<file path="src/rtl/dice_pkg.sv">
// Shared definitions for the dice game roll button path.
// Holds the debounce FSM state encoding and the roll counter width used by
// roll_button_ctrl and its interface.
package dice_pkg;

    typedef enum logic [1:0] {
        IDLE      = 2'd0,
        PRESS_CHK = 2'd1,
        HELD      = 2'd2,
        REL_CHK   = 2'd3
    } state_e;

    localparam int ROLL_CNT_W = 8;

endpackage

</file>
<file path="src/rtl/roll_button_ctrl_if.sv">
// Signal bundle between the board button / game logic and roll_button_ctrl.
//   key_n      raw active-low push button
//   lock       high = ignore new presses
//   roll_pulse one-cycle roll strobe
//   roll_level debounced pressed level of an unlocked press
//   roll_count rolls issued since reset (zero unless ROLL_COUNT_EN)
// master: the side driving the button and lock; slave: the controller.
interface roll_button_ctrl_if;
    import dice_pkg::*;

    logic                  key_n;
    logic                  lock;
    logic                  roll_pulse;
    logic                  roll_level;
    logic [ROLL_CNT_W-1:0] roll_count;

    modport master (
        output key_n,
        output lock,
        input  roll_pulse,
        input  roll_level,
        input  roll_count
    );

    modport slave (
        input  key_n,
        input  lock,
        output roll_pulse,
        output roll_level,
        output roll_count
    );

endinterface

</file>
<file path="src/rtl/btn_sync.sv">
// Multi-flop synchroniser for an asynchronous button input.
//   clock  system clock
//   reset  asynchronous active-low reset; chain resets to released (1)
//   d      asynchronous input
//   q      synchronised output, STAGES cycles later
module btn_sync #(
    parameter int STAGES = 2
) (
    input  logic clock,
    input  logic reset,
    input  logic d,
    output logic q
);

    logic [STAGES-1:0] sync_q;
    logic [STAGES-1:0] sync_d;

    always_comb begin
        sync_d = {sync_q[STAGES-2:0], d};
    end

    always_ff @(posedge clock or negedge reset) begin
        if (!reset) begin
            sync_q <= '1;
        end else begin
            sync_q <= sync_d;
        end
    end

    assign q = sync_q[STAGES-1];

endmodule

</file>
<file path="src/rtl/roll_button_ctrl.sv">
// Turns the raw active-low ROLL button into a clean roll strobe for the
// dice game FSM: synchronise, debounce, one event per physical press, and
// suppress presses that start while the game logic holds lock.
//   clock   system clock
//   reset   asynchronous active-low reset
//   bus     roll_button_ctrl_if.slave (key_n, lock in; roll_pulse,
//           roll_level, roll_count out)
// Optional feature: define ROLL_COUNT_EN to build a saturating roll counter
// on roll_count; otherwise roll_count is tied to zero.
module roll_button_ctrl
    import dice_pkg::*;
#(
    parameter int SYNC_STAGES     = 2,
    parameter int DEBOUNCE_CYCLES = 50000,
    parameter int DB_W            = 16
) (
    input  logic                 clock,
    input  logic                 reset,
    roll_button_ctrl_if.slave    bus
);

    localparam logic [DB_W-1:0] CNT_LAST = DB_W'(DEBOUNCE_CYCLES - 1);

    logic      key_sync;
    logic      pressed;
    state_e    state_q,  state_d;
    logic [DB_W-1:0] cnt_q, cnt_d;
    logic      locked_q, locked_d;
    logic      pulse_q,  pulse_d;
    logic      level_q,  level_d;

    btn_sync #(.STAGES(SYNC_STAGES)) u_sync (
        .clock (clock),
        .reset (reset),
        .d     (bus.key_n),
        .q     (key_sync)
    );

    assign pressed = ~key_sync;

    // Debounce FSM. The counter only runs in the two check states and is
    // cleared on every state change; lock is captured only when a press is
    // accepted, so later lock changes never affect the current hold.
    always_comb begin
        state_d  = state_q;
        cnt_d    = cnt_q;
        locked_d = locked_q;
        pulse_d  = 1'b0;
        case (state_q)
            IDLE: begin
                if (pressed) begin
                    state_d = PRESS_CHK;
                    cnt_d   = '0;
                end
            end
            PRESS_CHK: begin
                if (!pressed) begin
                    state_d = IDLE;
                    cnt_d   = '0;
                end else if (cnt_q == CNT_LAST) begin
                    state_d  = HELD;
                    cnt_d    = '0;
                    locked_d = bus.lock;
                    pulse_d  = ~bus.lock;
                end else begin
                    cnt_d = cnt_q + 1'b1;
                end
            end
            HELD: begin
                if (!pressed) begin
                    state_d = REL_CHK;
                    cnt_d   = '0;
                end
            end
            REL_CHK: begin
                if (pressed) begin
                    state_d = HELD;
                    cnt_d   = '0;
                end else if (cnt_q == CNT_LAST) begin
                    state_d = IDLE;
                    cnt_d   = '0;
                end else begin
                    cnt_d = cnt_q + 1'b1;
                end
            end
            default: begin
                state_d = IDLE;
                cnt_d   = '0;
            end
        endcase
        // Level is computed from the next state so it rises with the pulse.
        level_d = ((state_d == HELD) || (state_d == REL_CHK)) && !locked_d;
    end

    always_ff @(posedge clock or negedge reset) begin
        if (!reset) begin
            state_q  <= IDLE;
            cnt_q    <= '0;
            locked_q <= 1'b0;
            pulse_q  <= 1'b0;
            level_q  <= 1'b0;
        end else begin
            state_q  <= state_d;
            cnt_q    <= cnt_d;
            locked_q <= locked_d;
            pulse_q  <= pulse_d;
            level_q  <= level_d;
        end
    end

    assign bus.roll_pulse = pulse_q;
    assign bus.roll_level = level_q;

`ifdef ROLL_COUNT_EN
    logic [ROLL_CNT_W-1:0] count_q, count_d;

    // Counts alongside the pulse being issued and sticks at all-ones.
    always_comb begin
        count_d = count_q;
        if (pulse_d && (count_q != '1)) begin
            count_d = count_q + 1'b1;
        end
    end

    always_ff @(posedge clock or negedge reset) begin
        if (!reset) begin
            count_q <= '0;
        end else begin
            count_q <= count_d;
        end
    end

    assign bus.roll_count = count_q;
`else
    assign bus.roll_count = '0;
`endif

endmodule

</file>
<file path="src/flat_wrapper.sv">
// flat-port wrapper written by rule: the top's interface ports become plain ports
module roll_button_ctrl_flat import dice_pkg::*;
#(
    parameter int SYNC_STAGES     = 2,
    parameter int DEBOUNCE_CYCLES = 50000,
    parameter int DB_W            = 16
)
  (clock, reset, bus_key_n, bus_lock, bus_roll_pulse, bus_roll_level, bus_roll_count);
  roll_button_ctrl_if bus_i ();
  input  logic clock;
  input  logic reset;
  input wire logic [$bits(bus_i.key_n)-1:0] bus_key_n;
  input wire logic [$bits(bus_i.lock)-1:0] bus_lock;
  output wire logic [$bits(bus_i.roll_pulse)-1:0] bus_roll_pulse;
  output wire logic [$bits(bus_i.roll_level)-1:0] bus_roll_level;
  output wire logic [$bits(bus_i.roll_count)-1:0] bus_roll_count;
  assign bus_i.key_n = bus_key_n;
  assign bus_i.lock = bus_lock;
  assign bus_roll_pulse = bus_i.roll_pulse;
  assign bus_roll_level = bus_i.roll_level;
  assign bus_roll_count = bus_i.roll_count;
  roll_button_ctrl #(.SYNC_STAGES(SYNC_STAGES), .DEBOUNCE_CYCLES(DEBOUNCE_CYCLES), .DB_W(DB_W)) u_core (.clock(clock), .reset(reset), .bus(bus_i));
endmodule
</file>
<file path="config.mk">
export PLATFORM = sky130hd
export DESIGN_NAME = roll_button_ctrl_flat
export DESIGN_NICKNAME = d
export VERILOG_FILES = /design/src/rtl/dice_pkg.sv /design/src/rtl/roll_button_ctrl_if.sv /design/src/rtl/btn_sync.sv /design/src/rtl/roll_button_ctrl.sv /design/src/flat_wrapper.sv
export SDC_FILE = /design/constraint.sdc
export NUM_CORES = 1
export LEC_CHECK = 0
export BUFFER_PORTS_ARGS = -buffer_cell sky130_fd_sc_hd__clkbuf_2
export CORE_MARGIN = 4
export CORE_UTILIZATION = 60
export CTS_CLUSTER_SIZE = 8
export DETAILED_ROUTE_END_ITERATION = 10
export HOLD_SLACK_MARGIN = 0.06
export PLACE_DENSITY = 0.78
export SETUP_SLACK_MARGIN = 0.4
export SYNTH_ARGS = -nofsm -noshare
export SYNTH_HDL_FRONTEND = slang
export SYNTH_SLANG_ARGS = --single-unit
export TNS_END_PERCENT = 10
</file>
<file path="constraint.sdc">
create_clock -name clock -period 2.7 [get_ports clock]
set_input_delay 0.27 -clock clock [delete_from_list [all_inputs] [get_ports clock]]
set_output_delay 0.27 -clock clock [all_outputs]
set_load 0.005 [all_outputs]
</file>
Word level (Yosys, flattened, before mapping)
Index checks and enable logic that the tools add are counted.
{ "classes": {"n_reduce_logical": 5, "addsub": 1, "n_bitwise": 1, "n_eq_ne": 8, "mux": 19} }
{ "op_table": {"columns": ["operator", "count"], "rows": [
  ["16-bit two-way mux", 5],
  ["16-bit one-hot mux with 4 select lines", 1],
  ["16-bit by 1-bit adder with 16-bit output, second input constant", 1],
  ["16-bit == test, second input constant", 1],
  ["2-bit two-way mux", 6],
  ["2-bit == test, second input constant", 4],
  ["2-bit one-hot mux with 4 select lines", 1],
  ["1-bit two-way mux", 6],
  ["2-bit != test, second input constant", 2],
  ["2-bit by 1-bit == test with 1-bit output, second input constant", 1],
  ["2-bit zero test", 1],
  ["2-bit AND reduction", 1],
  ["1-bit logical AND", 1],
  ["1-bit zero test", 1],
  ["1-bit logical OR", 1],
  ["1-bit NOT", 1]
]} }
{ "totals": {"ff_bits": 23, "in_bits": 4} }

Longest topological paths before layout
Gate-level depths: netlist of the first run.
{ "logic_depth": {"word_depth": 7, "ltp_mapped": 7, "ltp_nobuf": 6} }

Modules after synthesis
From an unflattened synthesis of the first run, not the netlist that was laid out.
{ "hier_totals": {"hier_cells": 125, "hier_area_um2": 1239.9} }
{ "by_module_without_submodules": {"columns": ["mod", "cells_each", "area_each_um2", "n_inst"], "rows": [
  ["roll_button_ctrl", 123, 1187.4, 1],
  ["btn_sync", 2, 52.6, 1]
]} }

Least setup slack after synthesis of the first run
No wires, ideal clock.
{ "synth_path": {"path_kind": "register to register", "start": "reg u_core.cnt_q[0]", "end": "reg u_core.cnt_q[7]", "synth_period_minus_slack_ps": 1728, "path_buffers": 0, "setup_slack_ps": 972, "t_required_ps": 2624, "path_stages_with_launch": 7, "setup_ps": 76, "t_arrival_ps": 1651, "path_cell_list": "dfrtp_1 > ha_1 > and3_1 > and4_4 > or2_1 > or3_1 > o21ai_1"} }
{ "synth_via": {"elab_chain_cells": 4} }
{ "synth_lines": {"columns": ["element", "line", "text"], "rows": [
  ["start: declaration", "roll_button_ctrl.sv:27", "logic [DB_W-1:0] cnt_q, cnt_d;"],
  ["start signal: assignment", "roll_button_ctrl.sv:104", "cnt_q <= cnt_d;"],
  ["16-bit by 1-bit adder with 16-bit output / 16-bit == test (equally long branches)", null, null],
  ["16-bit two-way mux *", "roll_button_ctrl.sv:60, roll_button_ctrl.sv:79", null],
  ["16-bit two-way mux (on tied branches)", "roll_button_ctrl.sv:76, roll_button_ctrl.sv:57", null],
  ["16-bit one-hot mux with 4 select lines *", "roll_button_ctrl.sv:49", "case (state_q)"]
]} }
Mark *: on every way between the ends. The rest lies on a longest branch, timed or not.
A chain may end at the register's enable or synchronous reset.

Worst setup path in the final report of the first run
{ "layout_path": {"start": "reg u_core.cnt_q[0]", "end": "reg u_core.cnt_q[5]"} }
The elaborated chain is that of the path after synthesis.

==> flow_summary_export.csv, run 1 <==
group,metric,value,unit
status,status,"complete, no violations",
floorplanning,die_y,53.35,um
detailed_routing,drt_iter0_drc,28,
timing,maxSlewViolCount,0,
worst_setup_path,cpMaxStageDelayCell,"nor2_2",
timing,fmax,0.4890,GHz
place,port_buffers,5,
worst_setup_path,cp-start-kind,"flip-flop",
power_and_ir_drop,p_leak,0.5556,nW
layout,final_common_cell,"dfrtp_1",
place,place_congestion,0.8533,
worst_setup_path,cp_top_family,"simple AND/OR/NAND/NOR gates",
layout,diodes,0,
timing,setup_viol,0,
logic_synthesis,ys_seq_area_share,46.86,%
detailed_routing,antenna_left,0,
floorplanning,die-area,0.002846,mm2
floorplanning,initial_core_util,62.88,%
flow_run,maxCapViolations,0,
cts,clockRootBuffer,"clkbuf_4",
global_routing,grt_max_degree,24,
cts,path_clk_slew,0.12,ns
logic_synthesis,synthFlopType,"dfrtp_1",
timing,fin_tns_setup,0,ns
cts,numClockSinks,23,
timing,final_hold_viol_count,0,
worst_setup_path,critical_path_required,2.95,ns
detailed_routing,drcViolationCount,0,
detailed_routing,vias,967,
detailed_routing,firstDrtPassIters,4,
floorplanning,die_width,53.35,um
logic_synthesis,yosys.cell_types.count,40,
timing,tightest_slew,0.6222,ns
logic_synthesis,synth_edf_count,0,
global_routing,grt_pass1_wl,3933,um
cts,numCtsBuffers,3,
layout,fin_cells,162,
layout,area_delta_synth_final,4.057,%
logic_synthesis,syn_avg_cell_area,9.563,um2
logic_synthesis,synth_seq_cells,23,
global_routing,grt-ovfl-total,0,
timing,timing.final.crit_period,2.045,ns
place,hpwl,1747,um
cts,cts_max_level,1,
layout,nNetsFinal,141,
floorplanning,fp.coreArea,0.001962,mm2
worst_setup_path,worstSetupPathType,"flip-flop to flip-flop",
timing,fin_skew,0.002672,ns
worst_setup_path,cp_max_fo,17,
cts,cts_tree,"yes",
cts,cts_max_path_buffers,2,
worst_setup_path,cp_cell_sequence,"ha_1, and3_1, and4_4, nor2_2, o21ai_0, a31oi_1",
power_and_ir_drop,powerDensity,432.4,mW/mm2
timing,rsz0062_at_grt,"false",
worst_setup_path,cp.arrival,2.29,ns
logic_synthesis,synth_area,0.001234,mm2
place,dp_cells,156,
global_routing,antenna_found_initial,0,
floorplanning,rows,16,
global_routing,grt_pass1_vias,867,
floorplanning,ioPinCount,14,
logic_synthesis,synth_cells,129,
timing,finalCritPeriodShare,75.75,%
logic_synthesis,ys_warn_count,0,
layout,final_cell_mix,"dfrtp_1 (21), nand2_1 (17), o21ai_0 (8), a31oi_1 (8), conb_1 (8)",
worst_setup_path,end_kind,"flip-flop",
layout,drive_gt1_share,14.07,%
layout,fillers,172,
power_and_ir_drop,ir_worst_vdd,373.3,uV
detailed_routing,wire_per_inst,14.88,um
cts,ctsResizeCount,0,
worst_hold_path,hp-class,"primary input to flip-flop",
worst_setup_path,crit_buf_inv,0,
cts,clock_latency,0.32,ns
worst_setup_path,slowest_delay,0.51,ns
detailed_routing,routed_via_density,5.969,
logic_synthesis,synth-async-reset-ratio,100.0,%
global_routing,grt.total_usage,19.45,%
detailed_routing,wirelength,2411,um
timing,relSlewSlack,58.48,%
## per-stage QoR
stage	hold slack (ns)	setup slack [ns]	utilization, %	instance area [um2]	power, W
2_1_floorplan	-0.02559	0.9721	-	1260	0.0003902
3_3_place_gp	0.2754	0.7916	62.88	1234	0.0003946
3_5_place_dp	0.2783	0.6788	62.88	1234	0.0003964
4_1_cts	0.1133	0.6740	65.43	1284	0.0005649
5_1_grt	0.1091	0.5352	65.43	1284	0.0005879
6_report	0.1244	0.6548	65.43	1284	0.0005551
## per-layer routing
layer  part of all wire [%]  up-vias  track usage [%]
li1                       -      466                -
met1                     43      468            23.76
met2                     49       27            31.22
met3                    5.8        6            6.761
met4                    1.4        0            7.234
met5                      0        -                0
## synthesized netlist by cell type, types with 2 or more instances
master    instances  area [um2]
o21ai_1           4       20.02
o21ai_0           8       40.04
nor2_1            6       22.52
nand2b_1          3       18.77
dfrtp_1          21       525.5
buf_4             8       60.06
a31oi_1           8       50.05
nor3_1            2       10.01
a21oi_1           5       25.02
buf_2             2       10.01
inv_1             2       7.510
nor4_1            4       25.02
nor4_2            2       25.02
nand4_2           2       25.02
or3_1             3       18.77
or2_1             3       18.77
nand2_1          17       63.81
dfstp_2           2       52.55
nand3_1           6       30.03
## worst reg2reg max path, cell delays in order, from the launching register on
cell	delay, ns
dfrtp_1	0.43
ha_1	0.25
and3_1	0.20
and4_4	0.21
nor2_2	0.51
o21ai_0	0.18
a31oi_1	0.20
## cells by family (layout without fill, tap and decap cells)
family,after synthesis,count (layout),share of synthesized area [%]
mux,1,1,0.9127
simple gates,56,56,25.96
xor+xnor,2,2,2.029
flops,23,23,46.86
fa+ha+maj,1,1,1.014
buf+inv,14,13,7.505
other cells,1,8,0.3040
compound gates,31,31,15.42
## power breakdown
group | internal [W] | total [W] | switching (W)
clock network | 0.0000567 | 0.000163 | 0.000106
logic | 0.0000107 | 0.0000363 | 0.0000256
registers | 0.000351 | 0.000356 | 0.00000516
total | 0.000418 | 0.000555 | 0.000137
## path summary, 6_finish.rpt
kind	depth (start not counted)	start	slack, ns	to
setup reg to reg	6	u_core.cnt_q[0]$_DFFE_PN0P_	0.65	u_core.cnt_q[5]$_DFFE_PN0P_
min in group asynchronous	2	reset	0.45	u_core.cnt_q[7]$_DFFE_PN0P_
hold / removal	2	bus_lock	0.12	u_core.bus.roll_pulse$_DFF_PN0_
setup / recovery	6	u_core.cnt_q[0]$_DFFE_PN0P_	0.65	u_core.cnt_q[5]$_DFFE_PN0P_
max in group asynchronous	2	reset	1.88	u_core.u_sync.sync_q[0]$_DFF_PN1_
hold reg to reg	0	u_core.u_sync.sync_q[0]$_DFF_PN1_	0.37	u_core.u_sync.sync_q[1]$_DFF_PN1_
## repair_timing
action | in CTS | in global routing
buffers inserted | 0 | 0
hold endpoints to repair | 22 | 0
hold buffers | 2 | 0
## cell type report
cell class                      instances  area, um2  share of cell area, %
Inverter                                2      7.507                 0.5848
Multi-Input combinational cell         99      589.3                  45.91
Clock buffer                            3      22.52                  1.754
Clock inverter                          1      7.507                 0.5848
Tap cell                               27      33.78                  2.632
Timing Repair Buffer                    7      45.04                  3.509
Sequential cell                        23      578.1                  45.03
## flip-flops by register name, summed over array words and instances, names as in the netlist
| name | cells |
|---|---|
| u_core.cnt_q | 16 |
| u_core.state_q | 2 |
| u_core.u_sync.sync_q | 2 |
| u_core.bus.roll_level | 1 |
| u_core.bus.roll_pulse | 1 |
| u_core.locked_q | 1 |
Power figures use the tool's default switching activity.
==> run 2: changes to the inputs <==
--- a/config.mk
+++ b/config.mk
@@ -7,11 +7,11 @@
 export LEC_CHECK = 0
 export BUFFER_PORTS_ARGS = -buffer_cell sky130_fd_sc_hd__clkbuf_2
 export CORE_MARGIN = 4
-export CORE_UTILIZATION = 60
+export CORE_UTILIZATION = 56
 export CTS_CLUSTER_SIZE = 8
 export DETAILED_ROUTE_END_ITERATION = 10
 export HOLD_SLACK_MARGIN = 0.06
-export PLACE_DENSITY = 0.78
+export PLACE_DENSITY = 0.73
 export SETUP_SLACK_MARGIN = 0.4
 export SYNTH_ARGS = -nofsm -noshare
 export SYNTH_HDL_FRONTEND = slang
==> constraint.sdc (replaced) <==
create_clock -name clock -period 1.9 [get_ports clock]
set_input_delay 0.19 -clock clock [delete_from_list [all_inputs] [get_ports clock]]
set_output_delay 0.19 -clock clock [all_outputs]
set_load 0.005 [all_outputs]
==> flow_summary_export.csv, run 2 (synthesis gave the netlist of run 1 again) <==
group,metric,value,unit
layout,final_cell_mix,"dfrtp_1 (18), buf_4 (17), nand2_1 (16)",
power_and_ir_drop,ir_worst_vdd,498.8,uV
global_routing,grt_max_degree,24,
layout,drive_gt1_share,32.69,%
global_routing,antenna_found_initial,0,
cts,cts_max_path_buffers,2,
place,hpwl,1799,um
place,place_area,0.001284,mm2
cts,cts_tree,"yes",
floorplanning,ioPinCount,14,
worst_hold_path,hp-class,"primary input to asynchronous set/reset pin",
power_and_ir_drop,clkPwrFrac,29.0,%
layout,largest_register_ffs,16,
power_and_ir_drop,switching_share,26.02,%
timing,setup_slack,0.1224,ns
place,pre_cts_ws,-0.02765,ns
layout,nNetsFinal,162,
timing,fmax,0.5625,GHz
detailed_routing,antenna_left,0,
timing,holdWs,0.3677,ns
detailed_routing,firstDrtPassIters,4,
timing,final_hold_viol_count,0,
place,port_buffers,5,
global_routing,grt_pass1_wl,4374,um
power_and_ir_drop,internal-power,0.0006064,W
timing,tightest_slew,0.5727,ns
detailed_routing,routed_via_density,6.131,
detailed_routing,wire_per_inst,16.52,um
layout,fillers,132,
power_and_ir_drop,switchingPower,0.0002132,W
place,place_congestion,0.7869,
timing,relSlewSlack,61.82,%
layout,finalInstanceArea,0.001544,mm2
timing,setup_viol,0,
status,status,"complete, no violations",
timing,fin_skew,0.002434,ns
cts,numClockSinks,23,
layout,final_common_cell,"dfrtp_1",
power_and_ir_drop,seqPwrFrac,61.9,%
worst_setup_path,cp.arrival,2.01,ns
floorplanning,die_y,54.94,um
detailed_routing,drt_iter0_drc,50,
cts,numCtsBuffers,3,
detailed_routing,vias,1122,
detailed_routing,wirelength,3024,um
floorplanning,die-area,0.003018,mm2
cts,clock_latency,0.33,ns
floorplanning,fp.coreArea,0.002022,mm2
flow_run,maxCapViolations,0,
power_and_ir_drop,combPwrFrac,9.1,%
timing,fin_tns_setup,0,ns
worst_setup_path,cp-start-kind,"flip-flop",
timing,maxSlewViolCount,0,
cts,clockRootBuffer,"clkbuf_4",
layout,area_delta_synth_final,25.15,%
detailed_routing,drcViolationCount,0,
layout,top_regs,"u_core.cnt_q: 16 flops, u_core.state_q: 2 flops, u_core.u_sync.sync_q: 2 flops",
layout,diodes,0,
cts,path_clk_slew,0.13,ns
cts,cts_max_level,1,
layout,largest_register,"u_core.cnt_q",
floorplanning,rows,16,
power_and_ir_drop,p_leak,0.6792,nW
worst_setup_path,end_kind,"flip-flop",
worst_setup_path,critical_path_required,2.13,ns
power_and_ir_drop,powerDensity,530.8,mW/mm2
timing,rsz0062_at_grt,"true",
floorplanning,initial_core_util,61.01,%
timing,timing.final.crit_period,1.778,ns
global_routing,grt_pass1_vias,949,
worst_setup_path,worstSetupPathType,"flip-flop to flip-flop",
layout,final_core_util,76.36,%
global_routing,grt-ovfl-total,0,
global_routing,grt.total_usage,20.32,%
worst_setup_path,cp_max_fo,5,
floorplanning,die_width,54.94,um
timing,finalCritPeriodShare,93.56,%
-- run 2: cell types whose count changed in the layout (fill, tap and decap cells not counted), sizes merged --
cell	change
clkinv	+1
buf	+18
nor2	+2
clkinvlp	-1
dlygate4sd3	+1
-- run 2: worst paths after layout --
kind                                                         from                                 to  slack (ns)  depth (start not counted)
worst max-delay path                  u_core.cnt_q[5]$_DFFE_PN0P_          u_core.locked_q$_DFF_PN0_        0.12                          5
worst min-delay path                                        reset       u_core.cnt_q[13]$_DFFE_PN0P_        0.37                          2
worst max register to register        u_core.cnt_q[5]$_DFFE_PN0P_          u_core.locked_q$_DFF_PN0_        0.12                          5
worst min register to register  u_core.u_sync.sync_q[0]$_DFF_PN1_  u_core.u_sync.sync_q[1]$_DFF_PN1_        0.37                          0
max in group asynchronous                                   reset        u_core.cnt_q[4]$_DFFE_PN0P_        1.12                          2
min in group clock              u_core.u_sync.sync_q[0]$_DFF_PN1_  u_core.u_sync.sync_q[1]$_DFF_PN1_        0.37                          0
-- run 2: timing repair --
action,CTS,global route
setup buffers,4,10
setup endpoints to repair,18,21
gates cloned,0,2
pin swaps,3,8
hold buffers,3,0
resized for setup,6,11
endpoints found under the hold margin,23,0
-- run 2: power by group through the flow --
stage | combinational (W) | clock, W | sequential, W
global placement | 0.0000518 | 0 | 0.000515
detailed placement | 0.0000534 | 0 | 0.000516
finish | 0.0000748 | 0.000237 | 0.000507
floorplan | 0.0000426 | 0 | 0.000514
CTS | 0.0000622 | 0.000239 | 0.000507
global route | 0.0000830 | 0.000261 | 0.000509
-- run 2: final cells by class --
cell class	instances	area, um2	share of cell area, %
Inverter	2	7.507	0.4862
Clock inverter	1	5.005	0.3241
Clock buffer	3	22.52	1.459
Multi-Input combinational cell	101	699.4	45.30
Tap cell	27	33.78	2.188
Timing Repair Buffer	26	193.9	12.56
Sequential cell	23	581.8	37.68
-- run 2: worst max-delay path, stage by stage (launching register included) --
cell and delay, ns:
dfrtp_2 0.48, nor4_4 0.28, and4_4 0.33, nand2_8 0.07
nor3_4 0.21, mux2_4 0.31
-- run 2: stage by stage --
step | total power [W] | instances
3_5_place_dp | 0.0005691 | 160
2_1_floorplan | 0.0005565 | 136
5_1_grt | 0.0008527 | 183
6_report | 0.0008196 | 183
4_1_cts | 0.0008078 | 171
3_3_place_gp | 0.0005663 | 160
-- run 2: metal layers --
metal  wire length [um]  share of wire [%]  vias up  track usage, %
met1               1220                 40      534           26.28
met4                 99                3.3        0           6.478
li1                   -                  -      512               -
met3                210                6.9       14           2.413
met5                  0                  0        -               0
met2               1494                 49       62           35.24
